==> src/rtl/serial_addsub.sv <==
// Bit-serial adder/subtractor: one full-adder cell, one operand bit per clock,
// LSB first, with a start/busy/done handshake.
module serial_addsub #(
    parameter int unsigned WIDTH = 8,
    localparam int unsigned CNT_W = $clog2(WIDTH)
) (
    input  logic             clk,
    input  logic             rst,
    input  logic             start,
    input  logic             sub,
    input  logic [WIDTH-1:0] a,
    input  logic [WIDTH-1:0] b,
    output logic             busy,
    output logic             done,
    output logic [WIDTH-1:0] s,
    output logic             cout,
    output logic             ovf
);

    typedef enum logic [1:0] {
        IDLE = 2'd0,
        RUN  = 2'd1,
        DONE = 2'd2
    } state_t;

    state_t           state;
    logic [WIDTH-1:0] sa;
    logic [WIDTH-1:0] sb;
    logic [WIDTH-1:0] sr;
    logic [CNT_W-1:0] cnt;
    logic             c;
    logic             sum_bit;
    logic             carry_nxt;
    logic             last_bit;

    // The single full-adder cell
    assign sum_bit   = sa[0] ^ sb[0] ^ c;
    assign carry_nxt = (sa[0] & sb[0]) | (sa[0] & c) | (sb[0] & c);
    assign last_bit  = (cnt == CNT_W'(WIDTH - 1));

    always_ff @(posedge clk or posedge rst) begin
        if (rst) begin
            state <= IDLE;
            sa    <= '0;
            sb    <= '0;
            sr    <= '0;
            cnt   <= '0;
            c     <= 1'b0;
            busy  <= 1'b0;
            done  <= 1'b0;
            s     <= '0;
            cout  <= 1'b0;
            ovf   <= 1'b0;
        end else begin
            case (state)
                IDLE, DONE: begin
                    done <= 1'b0;
                    if (start) begin
                        // Subtraction as a + ~b + 1: invert b, seed carry with 1
                        sa    <= a;
                        sb    <= sub ? ~b : b;
                        c     <= sub;
                        cnt   <= '0;
                        sr    <= '0;
                        busy  <= 1'b1;
                        state <= RUN;
                    end else begin
                        state <= IDLE;
                    end
                end
                RUN: begin
                    sa  <= sa >> 1;
                    sb  <= sb >> 1;
                    sr  <= {sum_bit, sr[WIDTH-1:1]};
                    c   <= carry_nxt;
                    cnt <= cnt + CNT_W'(1);
                    if (last_bit) begin
                        // c still holds the carry into the MSB here
                        s     <= {sum_bit, sr[WIDTH-1:1]};
                        cout  <= carry_nxt;
                        ovf   <= c ^ carry_nxt;
                        busy  <= 1'b0;
                        done  <= 1'b1;
                        state <= DONE;
                    end
                end
                default: begin
                    busy  <= 1'b0;
                    done  <= 1'b0;
                    state <= IDLE;
                end
            endcase
        end
    end

endmodule

==> config.mk <==
export PLATFORM = sky130hd
export DESIGN_NAME = serial_addsub
export DESIGN_NICKNAME = d
export VERILOG_FILES = /design/src/rtl/serial_addsub.sv
export SDC_FILE = /design/constraint.sdc
export NUM_CORES = 1
export LEC_CHECK = 0
export ABC_AREA = 1
export CAP_MARGIN = 5
export CORE_MARGIN = 1.5
export CORE_UTILIZATION = 56
export DETAILED_ROUTE_END_ITERATION = 10
export GPL_ROUTABILITY_DRIVEN = 0
export PLACE_DENSITY_LB_ADDON = 0.3
export SYNTH_ARGS = -nofsm -noshare
export SYNTH_HDL_FRONTEND = slang
export SYNTH_SLANG_ARGS = --single-unit
export TNS_END_PERCENT = 10
==> constraint.sdc <==
create_clock -name clk -period 2.7 [get_ports clk]
set_input_delay 0.54 -clock clk [delete_from_list [all_inputs] [get_ports clk]]
set_output_delay 0.54 -clock clk [all_outputs]
set_load 0.02 [all_outputs]
# == Yosys cells after proc, flatten, opt, wreduce, memory -nomap -nowiden ==
# Index checks and enable logic that the tools add are counted.
# totals
regBits,42
latch_bits,0
ram_bits,0
mem_bits_ro,0
input_bits,20
output_inout_bits,12
elab_cells,51
n_memories,0
# op_classes
n_addsub,1
mul,0
n_div,0
order_cmp,0
n_eq_ne,5
n_shift,0
muxes,19
bitwise_logic,9
reduce_logical,6
# op_table
op,n
8-bit one-hot mux with 2 select lines,3
8-bit two-way mux,4
8-bit NOT,1
1-bit two-way mux,6
3-bit one-hot mux with 2 select lines,1
2-bit AND reduction,3
"2-bit != test, second input constant",2
1-bit one-hot mux with 2 select lines,2
2-bit one-hot mux with 2 select lines,1
"3-bit by 1-bit adder with 3-bit output, second input constant",1
1-bit AND,3
"3-bit == test, second input constant",1
3-bit two-way mux,1
1-bit bitwise XOR,3
"2-bit by 1-bit == test with 1-bit output, second input constant",1
"2-bit == test, second input constant",1
2-bit zero test,1
2-bit two-way mux,1
1-bit OR,2
2-bit nonzero test,1
2-bit OR reduction,1

# == Depth between registers and ports, before layout ==
# Gate-level depths: netlist of run 1.
# logic_depth
ltp_word,4
ltp_mapped,7
mapped_depth_nobuf,6

# == Worst setup path before layout of run 1 ==
# No wires, ideal clock.
# synth_path
path_kind,input-to-reg
startpoint,input start
endpoint,register c
setup_ns,0.117
t_arrival_ns,1.156
required_ns,2.583
setup_slack_ns,1.428
path_stages,7
n_path_buf,2
path_cell_list,buf_2 nand2_1 nand2_1 inv_2 buf_6 nand2_1 nand2_1
# synth_via
elab_chain_cells,2
# synth_rtl
element,line_no,source
"start, declared",9,"input logic start,"
2-bit != test (no source line),--,
2-bit AND reduction (no source line),--,
"end signal, assigned",62,c <= sub;
"end signal, assigned",75,c <= carry_nxt;
"end, declared",31,logic c;
# Every way passes these cells.
# A chain may end at the register's enable or synchronous reset.

# == Worst setup path in the final report of run 1 ==
# layout_path
startpoint,register done
endpoint,output done
# layout_rtl
element,line_no,source
"start, declared",14,"output logic done,"
"start signal, assigned",50,done <= 1'b0;
"start signal, assigned",57,done <= 1'b0;
"start signal, assigned",83,done <= 1'b1;
# No word-level cell between the ends.

==> results.cfg, run 1 <==
[synthesis]
yosys_register_bits = 40
synth.avg_cell_area_sq_um = 7.89
netlist_area_sq_mm = 0.00185
post_synth_num_cell_types = 16
synth-seq-area-share_pct = 54.2
synthCells = 234
synth_warnings = 0
synth_fp_nets = 257

[grt]
grt_max_degree = 41
track_usage_pct = 22.3
grt_pass1_wl_um = 6010
grt_overflow_total = 0
grt_pass1_vias = 1466
grt_antenna_before_repair = 0

[placement]
io_buffers = 31
dpl_cell_area_sq_mm = 0.00218
post-place-ws_ns = 0.575
place_hpwl_um = 2470

[cts]
postCtsResizedCells = 0
clock_sinks = 40
clock_path_buffers = 2
cts_tree = yes
cts_setup_buffers = 0
numCtsBuffers = 5
ctsHoldBuffers = 0
path_clk_slew_ns = 0.12
htree_levels = 2
clock_tree.root_cell = clkbuf_4
clk_latency_ns = 0.35

[min_path]
min_path_cells = 2
hp-start = sr[1]$_DFFE_PP0P_
worstHoldPathType = flip-flop to flip-flop
hold_path_end = sr[1]$_DFFE_PP0P_

[critical_path]
setup.worst_path.class = flip-flop to output pin
startpoint_type = flip-flop
reg2reg_slack_ns = 0.93
reg2reg_depth = 6
crit_path_end_kind = output pin
cpLargestDelayFamily = buffers and inverters
critPathLaunch = done$_DFFE_PP0P_
worstPathArrival_ns = 1.42
r2r_start = state[0]$_DFFE_PP0P_
cp_num_buf_inv = 1
cp_slowest_stage_delay_ns = 0.64
path_max_fanout = 4
crit_chain = clkdlybuf4s50_1
timing.rr.end = cnt[1]$_DFFE_PP0P_
slowest_stage = clkdlybuf4s50_1
required_ns = 2.16

[timing]
max_freq_ghz = 0.510
setup_violations = 0
relSlewSlack_pct = 50.5
hold_violations = 0
tightest_slew_ns = 0.739
clock_skew_ns = 0.0117
slew_violations = 0
period_share_pct = 72.7
layout_min_cycle_time_ns = 1.96
whs_ns = 0.482
worst_slack_ns = 0.738
rsz0062_at_grt = false
fin_setup_tns_ns = 0

[finish]
layout-area-overhead-vs-synth_pct = 23.3
fin_area_sq_mm = 0.00227
nNetsFinal = 290
mostFrequentLayoutCell = nand2_1
n_antenna_cell = 0
layout_common_cells = nand2_1 (113), dfrtp_1 (40), nand3_1 (37)
drive_gt1_share_pct = 5.97
num-fill-cells = 264

[pwr]
leakage_nw = 1.22
total_power_mw = 2.52
p_per_area_mw_per_mm2 = 1110
peakVddDrop_uv = 673

[routing]
num_vias = 1567
wl_per_cell_um = 11.5
vias_per_cell = 5.02
first_pass_iters = 5
drc = 0
finalWirelength_um = 3580
drt_first_iter_violations = 87
ant_nets = 0

[floorplanning]
die_width_um = 60.4
die_h_um = 60.4
placementRows = 20
initial_core_util_pct = 59.5
pin_count = 32
core-area_sq_mm = 0.00310
design.die.area_sq_mm = 0.00365

[job]
maxCapViolCount = 0

[status]
status = finished, final reports clean
worst max path at each step:
stage          cells after the start            endpoint
6_report                           1                done
5_1_grt                            1                done
4_1_cts                            1                done
3_5_place_dp                       6  cnt[1]$_DFFE_PP0P_
3_3_place_gp                       6   sa[6]$_DFFE_PP0P_
2_1_floorplan                      1    busy$_DFFE_PP0P_
report_power, final:
part	total (mW)	internal, mW	switching [mW]	leakage, nW
clock	0.436	0.246	0.190	0.0515
combinational	1.03	0.427	0.606	0.662
sequential	1.05	0.867	0.182	0.502
final cells by class:
class | instances | area (sq um) | share of cell area (%)
timing repair buffer | 33 | 325 | 14.3
sequential | 40 | 1000 | 44.0
inverter | 22 | 82.6 | 3.63
clock buffer | 7 | 65.1 | 2.86
tap | 44 | 55.1 | 2.42
clock inverter | 1 | 30.0 | 1.32
multi-input combinational | 165 | 716 | 31.5
stage by stage:
| step | util, % | std cells |
|---|---|---|
| after floorplan | - | 234 |
| after CTS | 73.3 | 312 |
| after detailed placement | 70.2 | 304 |
| after global placement | 70.2 | 304 |
| final | 73.3 | 312 |
| after global routing | 73.3 | 312 |
sequential cells by signal (all words and copies together), names as in the netlist, 3 cells and up:
name and flops:
sr 7, sb 8, cnt 3, sa 8, s 8
cells by family (layout without fill, tap and decap cells):
family                     Yosys count  in the layout  share of synthesized area, %
DFF                                 40             40                          54.2
xor gates and xnor gates             1              1                         0.475
buffers and inverters               29             63                          6.98
adders and majority gates            3              3                          2.44
and+or+nand+nor                    158            158                          35.1
AOI/OAI and AO/OA                    3              3                         0.813
synthesized netlist by cell type:
library cell | instances | area (sq um)
nand2_1 | 113 | 424
inv_1 | 19 | 71.3
nor2_1 | 5 | 18.8
nor2_2 | 1 | 6.26
buf_2 | 4 | 20.0
o21ai_0 | 2 | 10.0
nand3_1 | 37 | 185
ha_1 | 2 | 25.0
a21oi_1 | 1 | 5.00
fa_1 | 1 | 20.0
clkbuf_1 | 1 | 3.75
nand2_2 | 2 | 12.5
dfrtp_1 | 40 | 1000
inv_2 | 3 | 11.3
buf_6 | 2 | 22.5
xor2_1 | 1 | 8.76
per-layer routing:
layer  vias to the layer above  GRT usage (%)  wire, um
li1                        793              -         -
met1                       732           25.8      1530
met2                        37           40.4      1840
met3                         5           6.61       169
met4                         0           5.71        39
met5                         -              0         0
Power figures use the tool's default switching activity.
==> run 2: changes to the inputs <==
--- a/config.mk
+++ b/config.mk
@@ -8,7 +8,7 @@
 export ABC_AREA = 1
 export CAP_MARGIN = 5
 export CORE_MARGIN = 1.5
-export CORE_UTILIZATION = 56
+export CORE_UTILIZATION = 47
 export DETAILED_ROUTE_END_ITERATION = 10
 export GPL_ROUTABILITY_DRIVEN = 0
 export PLACE_DENSITY_LB_ADDON = 0.3
==> constraint.sdc (replaced) <==
create_clock -name clk -period 1.8 [get_ports clk]
set_input_delay 0.36 -clock clk [delete_from_list [all_inputs] [get_ports clk]]
set_output_delay 0.36 -clock clk [all_outputs]
set_load 0.02 [all_outputs]
==> results.cfg, run 2 (same netlist as run 1, synthesis figures left out) <==
[critical_path]
cpLargestDelayFamily = buffers and inverters
setup.worst_path.class = flip-flop to output pin
cp_num_buf_inv = 1
reg2reg_slack_ns = 0.35
required_ns = 1.44
worstPathArrival_ns = 1.38
path_max_fanout = 4
crit_path_end_kind = output pin
cp_slowest_stage_delay_ns = 0.63
startpoint_type = flip-flop
crit_chain = clkdlybuf4s50_1
slowest_stage = clkdlybuf4s50_1

[cts]
clock_tree.root_cell = clkbuf_8
cts_setup_buffers = 0
htree_levels = 2
numCtsBuffers = 5
clk_latency_ns = 0.30
clock_sinks = 40
path_clk_slew_ns = 0.08
cts_tree = yes
ctsHoldBuffers = 0
clock_path_buffers = 2

[grt]
grt_overflow_total = 0
track_usage_pct = 20.3
grt_antenna_before_repair = 0
grt_pass1_vias = 1527
grt_max_degree = 41
grt_pass1_wl_um = 6510

[routing]
vias_per_cell = 4.85
first_pass_iters = 4
ant_nets = 0
num_vias = 1567
drt_first_iter_violations = 136
finalWirelength_um = 3730
wl_per_cell_um = 11.5
drc = 0

[timing]
tightest_slew_ns = 0.466
layout_min_cycle_time_ns = 1.74
slew_violations = 0
clock_skew_ns = 0.00765
fin_setup_tns_ns = 0
setup_violations = 0
max_freq_ghz = 0.575
relSlewSlack_pct = 68.9
period_share_pct = 96.6
hold_violations = 0
rsz0062_at_grt = false
worst_slack_ns = 0.0617

[finish]
nNetsFinal = 297
mostFrequentLayoutCell = nand2_1
fin_cells = 323
reg.largest.list = s x8, sa x8, sb x8
n_antenna_cell = 0
layout-area-overhead-vs-synth_pct = 28.3
drive_gt1_share_pct = 8.73
layout_common_cells = nand2_1 (113), dfrtp_1 (40), nand3_1 (37)

[job]
maxCapViolCount = 0

[floorplanning]
design.die.area_sq_mm = 0.00431
core-area_sq_mm = 0.00372
die_width_um = 65.7
die_h_um = 65.7
placementRows = 22
initial_core_util_pct = 49.7
pin_count = 32

[placement]
post-place-ws_ns = 0.183
dp.cells = 315
io_buffers = 31
place_hpwl_um = 2470

[status]
status = finished, final reports clean

[min_path]
worstHoldPathType = input port to asynchronous set/reset pin

[pwr]
p_per_area_mw_per_mm2 = 1690
leakage_nw = 1.26
peakVddDrop_uv = 639
[run 2: area by class of cell]
type | instances | area (sq um)
multi-input combinational | 165 | 718
clock inverter | 3 | 46.3
inverter | 22 | 82.6
timing repair buffer | 40 | 390
clock buffer | 5 | 68.8
tap | 48 | 60.1
fill | 337 | 1350
sequential | 40 | 1000
[run 2: repair_timing]
item | CTS | global route
endpoints found under the setup margin | 0 | 7
hold endpoints to repair | 0 | 0
gates resized for setup | 0 | 1
[run 2: metal layers]
metal	routed length, um	part of all wire (%)	global-route usage, %
met5	0	0	0
met2	1720	46	30.9
met3	149	4.0	6.51
met4	95	2.6	10.7
met1	1760	47	25.7
[run 2: path summary, 6_finish.rpt]
path,cells after the start,endpoint,start
min reg2reg,2,sa[6]$_DFFE_PP0P_,sa[6]$_DFFE_PP0P_
max,1,done,done$_DFFE_PP0P_
min,3,s[1]$_DFFE_PP0P_,rst
max reg2reg,6,s[2]$_DFFE_PP0P_,cnt[0]$_DFFE_PP0P_
max in group asynchronous,3,sa[4]$_DFFE_PP0P_,rst
min in group clk,2,sa[6]$_DFFE_PP0P_,sa[6]$_DFFE_PP0P_
[run 2: where the power goes]
part | switching [mW] | internal [mW]
logic | 0.967 | 0.711
clock network | 0.336 | 0.417
registers | 0.258 | 1.30
[run 2: worst min-delay path, stage by stage]
cell and delay (ns):
clkdlybuf4s50_1 0.40, inv_1 0.09, buf_12 0.23
[run 2: per-stage QoR]
| stage | cell area (sq um) | util (%) | hold slack [ns] | power (mW) |
|---|---|---|---|---|
| finish | 2370 | 63.7 | 0.406 | 3.99 |
| global route | 2370 | 63.7 | 0.439 | 4.32 |
| CTS | 2360 | 63.6 | 0.418 | 4.01 |
| detailed placement | 2250 | 60.5 | 0.454 | 3.25 |
| global placement | 2250 | 60.5 | 0.454 | 3.19 |
| floorplan | 1850 | - | 0.442 | 2.66 |
